**src/rtl/trace_pkg.sv**
```systemverilog
// Shared types for the execution trace monitor: FSM states, the trace entry
// layout and the register-index width helper.
package trace_pkg;

    localparam int XLEN_D     = 32;
    localparam int NUM_REGS_D = 32;
    localparam int CNT_W_D    = 16;

    function automatic int reg_idx_w(input int n);
        return $clog2(n);
    endfunction

    localparam int REG_IDX_W = reg_idx_w(NUM_REGS_D);

    typedef enum logic [1:0] {
        ST_IDLE = 2'd0,
        ST_RUN  = 2'd1,
        ST_DONE = 2'd2,
        ST_DUMP = 2'd3
    } state_t;

    typedef struct packed {
        logic [CNT_W_D-1:0]   cycle;
        logic [XLEN_D-1:0]    pc;
        logic                 wb;
        logic [REG_IDX_W-1:0] rd;
        logic [XLEN_D-1:0]    data;
    } trace_entry_t;

endpackage

```
**src/rtl/trace_fifo.sv**
```systemverilog
// First-word fall-through FIFO; a push into a full FIFO is still accepted
// when the head is popped in the same cycle.
module trace_fifo #(
    parameter int WIDTH = 8,
    parameter int DEPTH = 16
) (
    input  logic             clk_i,
    input  logic             rst_i,
    input  logic             push_i,
    input  logic             pop_i,
    input  logic [WIDTH-1:0] data_i,
    output logic [WIDTH-1:0] data_o,
    output logic             empty_o,
    output logic             full_o,
    output logic             accept_o
);
    localparam int AW = $clog2(DEPTH);

    logic [WIDTH-1:0] r_mem [DEPTH];
    logic [AW-1:0]    r_wr_ptr;
    logic [AW-1:0]    r_rd_ptr;
    logic [AW:0]      r_count;
    logic             w_pop;
    logic             w_push;

    assign empty_o  = (r_count == {(AW+1){1'b0}});
    assign full_o   = (r_count == (AW+1)'(DEPTH));
    assign w_pop    = pop_i & ~empty_o;
    assign w_push   = push_i & (~full_o | w_pop);
    assign accept_o = w_push;
    assign data_o   = r_mem[r_rd_ptr];

    // Storage, pointers and occupancy; memory is cleared so outputs read 0 after reset.
    always_ff @(posedge clk_i or negedge rst_i) begin
        if (!rst_i) begin
            for (int i = 0; i < DEPTH; i++) begin
                r_mem[i] <= {WIDTH{1'b0}};
            end
            r_wr_ptr <= {AW{1'b0}};
            r_rd_ptr <= {AW{1'b0}};
            r_count  <= {(AW+1){1'b0}};
        end else begin
            if (w_push) begin
                r_mem[r_wr_ptr] <= data_i;
                r_wr_ptr        <= r_wr_ptr + {{(AW-1){1'b0}}, 1'b1};
            end
            if (w_pop) begin
                r_rd_ptr <= r_rd_ptr + {{(AW-1){1'b0}}, 1'b1};
            end
            case ({w_push, w_pop})
                2'b10:   r_count <= r_count + {{AW{1'b0}}, 1'b1};
                2'b01:   r_count <= r_count - {{AW{1'b0}}, 1'b1};
                default: r_count <= r_count;
            endcase
        end
    end

endmodule

```
**src/rtl/trace_monitor.sv**
```systemverilog
// Per-cycle execution trace unit: stamps PC and writeback into a bounded FIFO,
// keeps a shadow register file and streams it out on request.
module trace_monitor
    import trace_pkg::*;
#(
    parameter int XLEN       = XLEN_D,
    parameter int NUM_REGS   = NUM_REGS_D,
    parameter int DEPTH      = 16,
    parameter int CNT_W      = CNT_W_D,
    parameter int MAX_CYCLES = 30
) (
    input  logic                        clk_i,
    input  logic                        rst_i,
    input  logic                        start_i,
    input  logic [XLEN-1:0]             pc_i,
    input  logic                        wb_en_i,
    input  logic [$clog2(NUM_REGS)-1:0] wb_rd_i,
    input  logic [XLEN-1:0]             wb_data_i,
    output logic                        trace_valid_o,
    input  logic                        trace_ready_i,
    output logic [CNT_W-1:0]            trace_cycle_o,
    output logic [XLEN-1:0]             trace_pc_o,
    output logic                        trace_wb_o,
    output logic [$clog2(NUM_REGS)-1:0] trace_rd_o,
    output logic [XLEN-1:0]             trace_data_o,
    input  logic                        dump_req_i,
    output logic                        dump_valid_o,
    input  logic                        dump_ready_i,
    output logic [$clog2(NUM_REGS)-1:0] dump_idx_o,
    output logic [XLEN-1:0]             dump_data_o,
    output logic                        running_o,
    output logic                        done_o,
    output logic                        overflow_o,
    output logic [CNT_W-1:0]            drop_cnt_o
);
    localparam int                RW         = $clog2(NUM_REGS);
    localparam logic [CNT_W-1:0]  LAST_CYCLE = CNT_W'(MAX_CYCLES - 1);
    localparam logic [RW-1:0]     LAST_IDX   = RW'(NUM_REGS - 1);

    state_t           r_state;
    logic [CNT_W-1:0] r_cycle;
    logic [CNT_W-1:0] r_drop_cnt;
    logic             r_overflow;
    logic [RW-1:0]    r_dump_idx;
    logic [XLEN-1:0]  r_shadow [NUM_REGS];

    trace_entry_t     w_entry;
    trace_entry_t     w_head;
    logic             w_push;
    logic             w_empty;
    logic             w_full;
    logic             w_accept;
    logic             w_drop;
    logic             w_real_wb;

    assign w_push    = (r_state == ST_RUN);
    assign w_real_wb = wb_en_i && (wb_rd_i != {RW{1'b0}});
    assign w_drop    = w_push & ~w_accept;

    // Assemble the entry captured this cycle; data is zeroed when nothing was written.
    always_comb begin
        w_entry       = '0;
        w_entry.cycle = r_cycle;
        w_entry.pc    = pc_i;
        w_entry.wb    = w_real_wb;
        w_entry.rd    = wb_rd_i;
        if (wb_en_i) begin
            w_entry.data = wb_data_i;
        end else begin
            w_entry.data = {XLEN{1'b0}};
        end
    end

    trace_fifo #(
        .WIDTH ($bits(trace_entry_t)),
        .DEPTH (DEPTH)
    ) u_fifo (
        .clk_i    (clk_i),
        .rst_i    (rst_i),
        .push_i   (w_push),
        .pop_i    (trace_ready_i),
        .data_i   (w_entry),
        .data_o   (w_head),
        .empty_o  (w_empty),
        .full_o   (w_full),
        .accept_o (w_accept)
    );

    // Capture/dump sequencing; MAX_CYCLES of 0 keeps capture running forever.
    always_ff @(posedge clk_i or negedge rst_i) begin
        if (!rst_i) begin
            r_state    <= ST_IDLE;
            r_cycle    <= {CNT_W{1'b0}};
            r_dump_idx <= {RW{1'b0}};
        end else begin
            case (r_state)
                ST_IDLE: begin
                    if (start_i) begin
                        r_state <= ST_RUN;
                        r_cycle <= {CNT_W{1'b0}};
                    end
                end
                ST_RUN: begin
                    r_cycle <= r_cycle + {{(CNT_W-1){1'b0}}, 1'b1};
                    if ((MAX_CYCLES != 0) && (r_cycle == LAST_CYCLE)) begin
                        r_state <= ST_DONE;
                    end
                end
                ST_DONE: begin
                    if (dump_req_i) begin
                        r_state    <= ST_DUMP;
                        r_dump_idx <= {RW{1'b0}};
                    end
                end
                ST_DUMP: begin
                    if (dump_ready_i) begin
                        if (r_dump_idx == LAST_IDX) begin
                            r_state    <= ST_DONE;
                            r_dump_idx <= {RW{1'b0}};
                        end else begin
                            r_dump_idx <= r_dump_idx + {{(RW-1){1'b0}}, 1'b1};
                        end
                    end
                end
                default: r_state <= ST_IDLE;
            endcase
        end
    end

    // Sticky overflow and saturating drop counter.
    always_ff @(posedge clk_i or negedge rst_i) begin
        if (!rst_i) begin
            r_overflow <= 1'b0;
            r_drop_cnt <= {CNT_W{1'b0}};
        end else if (w_drop) begin
            r_overflow <= 1'b1;
            if (r_drop_cnt != {CNT_W{1'b1}}) begin
                r_drop_cnt <= r_drop_cnt + {{(CNT_W-1){1'b0}}, 1'b1};
            end
        end
    end

    // Shadow register file; x0 is never written so it always reads 0.
    always_ff @(posedge clk_i or negedge rst_i) begin
        if (!rst_i) begin
            for (int i = 0; i < NUM_REGS; i++) begin
                r_shadow[i] <= {XLEN{1'b0}};
            end
        end else if (w_push && w_real_wb) begin
            r_shadow[wb_rd_i] <= wb_data_i;
        end
    end

    assign trace_valid_o = ~w_empty;
    assign trace_cycle_o = w_head.cycle;
    assign trace_pc_o    = w_head.pc;
    assign trace_wb_o    = w_head.wb;
    assign trace_rd_o    = w_head.rd;
    assign trace_data_o  = w_head.data;
    assign dump_valid_o  = (r_state == ST_DUMP);
    assign dump_idx_o    = r_dump_idx;
    assign dump_data_o   = r_shadow[r_dump_idx];
    assign running_o     = (r_state == ST_RUN);
    assign done_o        = (r_state == ST_DONE) || (r_state == ST_DUMP);
    assign overflow_o    = r_overflow;
    assign drop_cnt_o    = r_drop_cnt;

endmodule

```
**config.mk**
```make
export PLATFORM = sky130hd
export DESIGN_NAME = trace_monitor
export DESIGN_NICKNAME = d
export VERILOG_FILES = /design/src/rtl/trace_pkg.sv /design/src/rtl/trace_fifo.sv /design/src/rtl/trace_monitor.sv
export SDC_FILE = /design/constraint.sdc
export NUM_CORES = 2
export LEC_CHECK = 0
export BUFFER_PORTS_ARGS = -buffer_cell sky130_fd_sc_hd__buf_2
export CORE_MARGIN = 10
export CORE_UTILIZATION = 40
export DETAILED_ROUTE_END_ITERATION = 8
export HOLD_SLACK_MARGIN = 0.08
export SYNTH_ARGS = -nofsm -noshare
export SYNTH_HDL_FRONTEND = slang
export SYNTH_HIERARCHICAL = 1
export SYNTH_SLANG_ARGS = --single-unit
```
**constraint.sdc**
```tcl
create_clock -name clk_i -period 6.1 [get_ports clk_i]
set_input_delay 1.22 -clock clk_i [delete_from_list [all_inputs] [get_ports clk_i]]
set_output_delay 1.22 -clock clk_i [all_outputs]
set_load 0.01 [all_outputs]
```
**Word level (Yosys, flattened, before mapping)**

Index checks and enable logic that the tools add are counted.
Widths: inputs -> output; s select.

- Input port bits: 76
- Output and inout bits: 144
- Register bits: 2453
- Word-level logic and storage cells: 135

- Bitwise logic cells: 11
- Reductions and logical operators: 15
- Multiplexer cells: 26
- Order comparisons: 6
- Equality and inequality tests: 14
- Add/sub/neg operators: 7

Operators with widths:

| operator | number |
|---|---|
| $bwmux 1376 | 1 |
| $bwmux 1024 | 1 |
| $bmux 86 s4 | 1 |
| $demux 86 s4 | 1 |
| $mux 86 | 3 |
| $bmux 32 s5 | 1 |
| $demux 32 s5 | 1 |
| $mux 32 | 4 |
| $add 16x1->16 const B | 2 |
| $pmux 16 s2 | 1 |
| $pmux 5 s2 | 2 |
| $eq 16x5->1 const B | 1 |
| $mux 16 | 1 |
| $ne 16x16->1 const B | 1 |
| $mux 5 | 3 |
| $ge 6x6->1 const B | 2 |
| $not 5->6 | 2 |
| $add 5x1->5 const B | 2 |
| $eq 5x5->1 const B | 2 |
| $ge 5x5->1 const B | 2 |
| $mux 2 | 5 |
| $not 4->5 | 2 |
| $add 4x1->4 const B | 2 |
| $pmux 2 s4 | 1 |
| 19 further kinds | 35 |

**Depth between registers and ports, before layout**

- Depth in word-level cells: 8
- Depth in mapped cells: 13
- Mapped depth without buffers: 10

**By module**

Netlist, hierarchy kept.

By module, submodules not included:

| module | times used | sequential area each (sq um) | cells an instance | area each (sq um) |
|---|---|---|---|---|
| trace_fifo | 1 | 34758.3 | 3645 | 62372.3 |
| trace_monitor | 1 | 26625.5 | 3224 | 48316.3 |

**Least setup slack after synthesis**

OpenSTA, ideal clock, no wires.

- Path kind: register -> output
- Start point: reg u_fifo.r_rd_ptr[0]
- End point: out trace_cycle_o[15]
- Arrival time: 2.335 ns
- Setup slack: 2.545 ns
- Data required time: 4.880 ns
- Cell stages (with the launch flop): 6
- Path buffers: 3
- Path through: dfrtp_1 clkbuf_1 clkbuf_1 buf_1 mux4_2 mux4_2

- Word-level cells in the longest chain between the ends: 4

RTL lines:

| what | line | RTL |
|---|---|---|
| start: declaration | trace_fifo.sv:21 | `logic [AW-1:0] r_rd_ptr;` |
| start signal: assignment | trace_fifo.sv:40 | `r_rd_ptr <= {AW{1'b0}};` |
| start signal: assignment | trace_fifo.sv:48 | `r_rd_ptr <= r_rd_ptr + {{(AW-1){1'b0}}, 1'b1};` |
| $not 4->5 (implied by the code) | trace_fifo.sv:31 | `assign data_o = r_mem[r_rd_ptr];` |
| $bmux 86 s4 | trace_fifo.sv:31 |  |
| $mux 86 (implied by the code) (2 in series) | trace_fifo.sv:31 |  |
| end: declaration | trace_monitor.sv:21 | `output logic [CNT_W-1:0] trace_cycle_o,` |

No other way between the ends. The select of a mux whose other input is x is not followed.

**Worst setup path in the final report**

- Start point: reg r_dump_idx[1], in the netlist dump_idx_o[1]
- End point: out dump_data_o[2]

- Word-level cells in the longest chain between the ends: 4

RTL lines:

| what | line | RTL |
|---|---|---|
| start: declaration | trace_monitor.sv:44 | `logic [RW-1:0] r_dump_idx;` |
| start signal: assignment | trace_monitor.sv:94 | `r_dump_idx <= {RW{1'b0}};` |
| start signal: assignment | trace_monitor.sv:112 | `r_dump_idx <= {RW{1'b0}};` |
| start signal: assignment | trace_monitor.sv:119 | `r_dump_idx <= {RW{1'b0}};` |
| $not 5->6 (implied by the code) | trace_monitor.sv:162 | `assign dump_data_o = r_shadow[r_dump_idx];` |
| $bmux 32 s5 | trace_monitor.sv:162 |  |
| $mux 32 (implied by the code) (2 in series) | trace_monitor.sv:162 |  |
| end: declaration | trace_monitor.sv:30 | `output logic [XLEN-1:0] dump_data_o,` |

No other way between the ends. The select of a mux whose other input is x is not followed.

==> flow_summary.json <==
{
  "drc": 0,
  "cts.sinks": 2453,
  "die_height_um": 546,
  "port_buffers": 219,
  "coreArea_sq_um": 276000,
  "endpoint_kind": "primary output",
  "power.density_nw_per_um2": 340,
  "setup_viol": 0,
  "syn2layout_area_growth_pct": 12.7,
  "slew_headroom": 0.185,
  "worst_hold_slack_ps": 334,
  "hold_violations": 0,
  "drt.antenna.violating_nets": 0,
  "clockRootBuffer": "clkbuf_16",
  "grt_first_pass_wirelength_mm": 450,
  "yosysWarnings": 6,
  "final_cell_mix": "dfrtp_1, mux2_2, mux4_2, clkbuf_16, buf_2",
  "rsz0062_at_grt": "false",
  "grt_pass1_vias": 67200,
  "die_x_um": 546,
  "dr.pass1.iters": 5,
  "h-tree-depth": 5,
  "reg2regPathDepth": 6,
  "wl_mm": 298,
  "required_ps": 4880,
  "critPathKind": "flip-flop to primary output",
  "num-nets-final": 6944,
  "drv_cap": 0,
  "p_int_mw": 30.6,
  "final_common_cell": "dfrtp_1",
  "synthesis.nets": 6958,
  "holdBufCountCts": 0,
  "r2r_end": "u_fifo/r_mem[556]$_DFFE_PN0P_",
  "clk_latency_ps": 880,
  "clkPwrFrac": 0.400,
  "fin_crit_ps": 5410,
  "grt_overflow": 0,
  "clk_pin_slew_worst_paths_ps": 60,
  "crit_family": "compound AO/OA/AOI/OAI gates",
  "cts_made_buffers": 278,
  "cts_resized": 0,
  "finalSetupTns_ps": 0,
  "die-area_sq_um": 298000,
  "cp_cell_sequence": "nand3_4 -> buf_4 -> o221ai_1 -> a21oi_1 -> a22oi_1 -> buf_2",
  "grt_max_degree": 179,
  "p_switching_mw": 11.8,
  "fmax_mhz": 185,
  "cpMaxStageDelayCell": "dfrtp_4",
  "wl_per_cell_um": 27.7,
  "post-cts-setup-buffers": 0,
  "drive_above_1_share": 0.531,
  "dp_hpwl_mm": 170,
  "power_frac_comb": 0.176,
  "p_seq_frac": 0.425,
  "rows": 193,
  "gp_congestion": 0.750,
  "status": "finished clean",
  "leakage_nw": 59.2,
  "cts_buffer_depth": 4,
  "path_buf_inv": 2,
  "grt_usage": 0.196,
  "arrival_ps": 4190,
  "tightest_slew_ps": 1210,
  "antenna_found_initial": 32,
  "drtIter0Drc": 3981,
  "peakVddDrop_mv": 0.307,
  "hold_class": "input port to asynchronous set/reset pin",
  "cp.depth": 6,
  "sw_frac_of_total": 0.278,
  "viasPerCell": 5.72,
  "total_power_mw": 42.5,
  "cp_slowest_stage_delay_ps": 950,
  "skew_ps": 72.2,
  "cp-start-kind": "flip-flop",
  "r2r_slack_ps": 2190,
  "finalCritPeriodShare": 0.886,
  "ios": 220,
  "netlist_instances": 6868,
  "timing.rr.start": "u_fifo/r_count[1]$_DFFE_PN0P_",
  "crit_fanout": 46,
  "vias": 61700,
  "fillers": 24000,
  "syn_area_sq_um": 111000,
  "cts_tree": "yes",
  "postSynthAreaPerCell_sq_um": 16.1,
  "drv_slew": 0,
  "fin_util": 0.452,
  "start_util": 0.401
}
power by group through the flow:
stage	Clock, mW	Sequential (mW)	Combinational, mW
after floorplan	0	17.7	5.44
after global placement	0	18.3	7.57
after detailed placement	0	18.3	7.65
after CTS	17.4	18.0	7.66
after global routing	18.1	18.2	8.04
final	17.0	18.0	7.47
state kept, by name (all words and copies together) (netlist names):
name	flops
dump_idx_o	5
r_shadow	1024
u_fifo/r_count	5
r_cycle	16
drop_cnt_o	16
overflow_o	1
u_fifo/r_mem	1376
r_state	2
u_fifo/r_rd_ptr	4
u_fifo/r_wr_ptr	4
worst max path at each step:
stage                              to                            from
finish                 dump_data_o[2]       dump_idx_o[1]$_DFFE_PN0P_
detailed placement     dump_data_o[2]       dump_idx_o[0]$_DFFE_PN0P_
global route           dump_data_o[6]       dump_idx_o[3]$_DFFE_PN0P_
CTS                    dump_data_o[2]       dump_idx_o[0]$_DFFE_PN0P_
global placement      dump_data_o[28]       dump_idx_o[2]$_DFFE_PN0P_
floorplan           trace_cycle_o[15]  u_fifo/r_rd_ptr[0]$_DFFE_PN0N_
cell type report:
| cell class | instances | area [sq um] | share of cell area |
|---|---|---|---|
| Clock buffer | 403 | 8040 | 0.0645 |
| Inverter | 17 | 63.8 | 0.000512 |
| Sequential cell | 2453 | 61400 | 0.492 |
| Clock inverter | 91 | 1210 | 0.00973 |
| Tap cell | 3705 | 4640 | 0.0372 |
| Multi-Input combinational cell | 3720 | 46300 | 0.372 |
| Timing Repair Buffer | 384 | 2990 | 0.0240 |
| Antenna cell | 11 | 27.5 | 0.000221 |
metal layers:
metal  wire length [um]  track usage  vias up
met4               8760       0.0537        8
li1                   -            -    25600
met1             135000        0.275    34200
met5                 59            0        -
met2             141000        0.317     1388
met3              13700       0.0329      468
through the flow:
stage               instance area, sq um  cells  worst slack [ps]
floorplan                         111000   6868              2540
global route                      125000  10800               397
CTS                               125000  10800               592
global placement                  115000  10300              1550
finish                            125000  10800               694
detailed placement                115000  10300              1560
No activity file was read; power rests on OpenSTA's default activity.
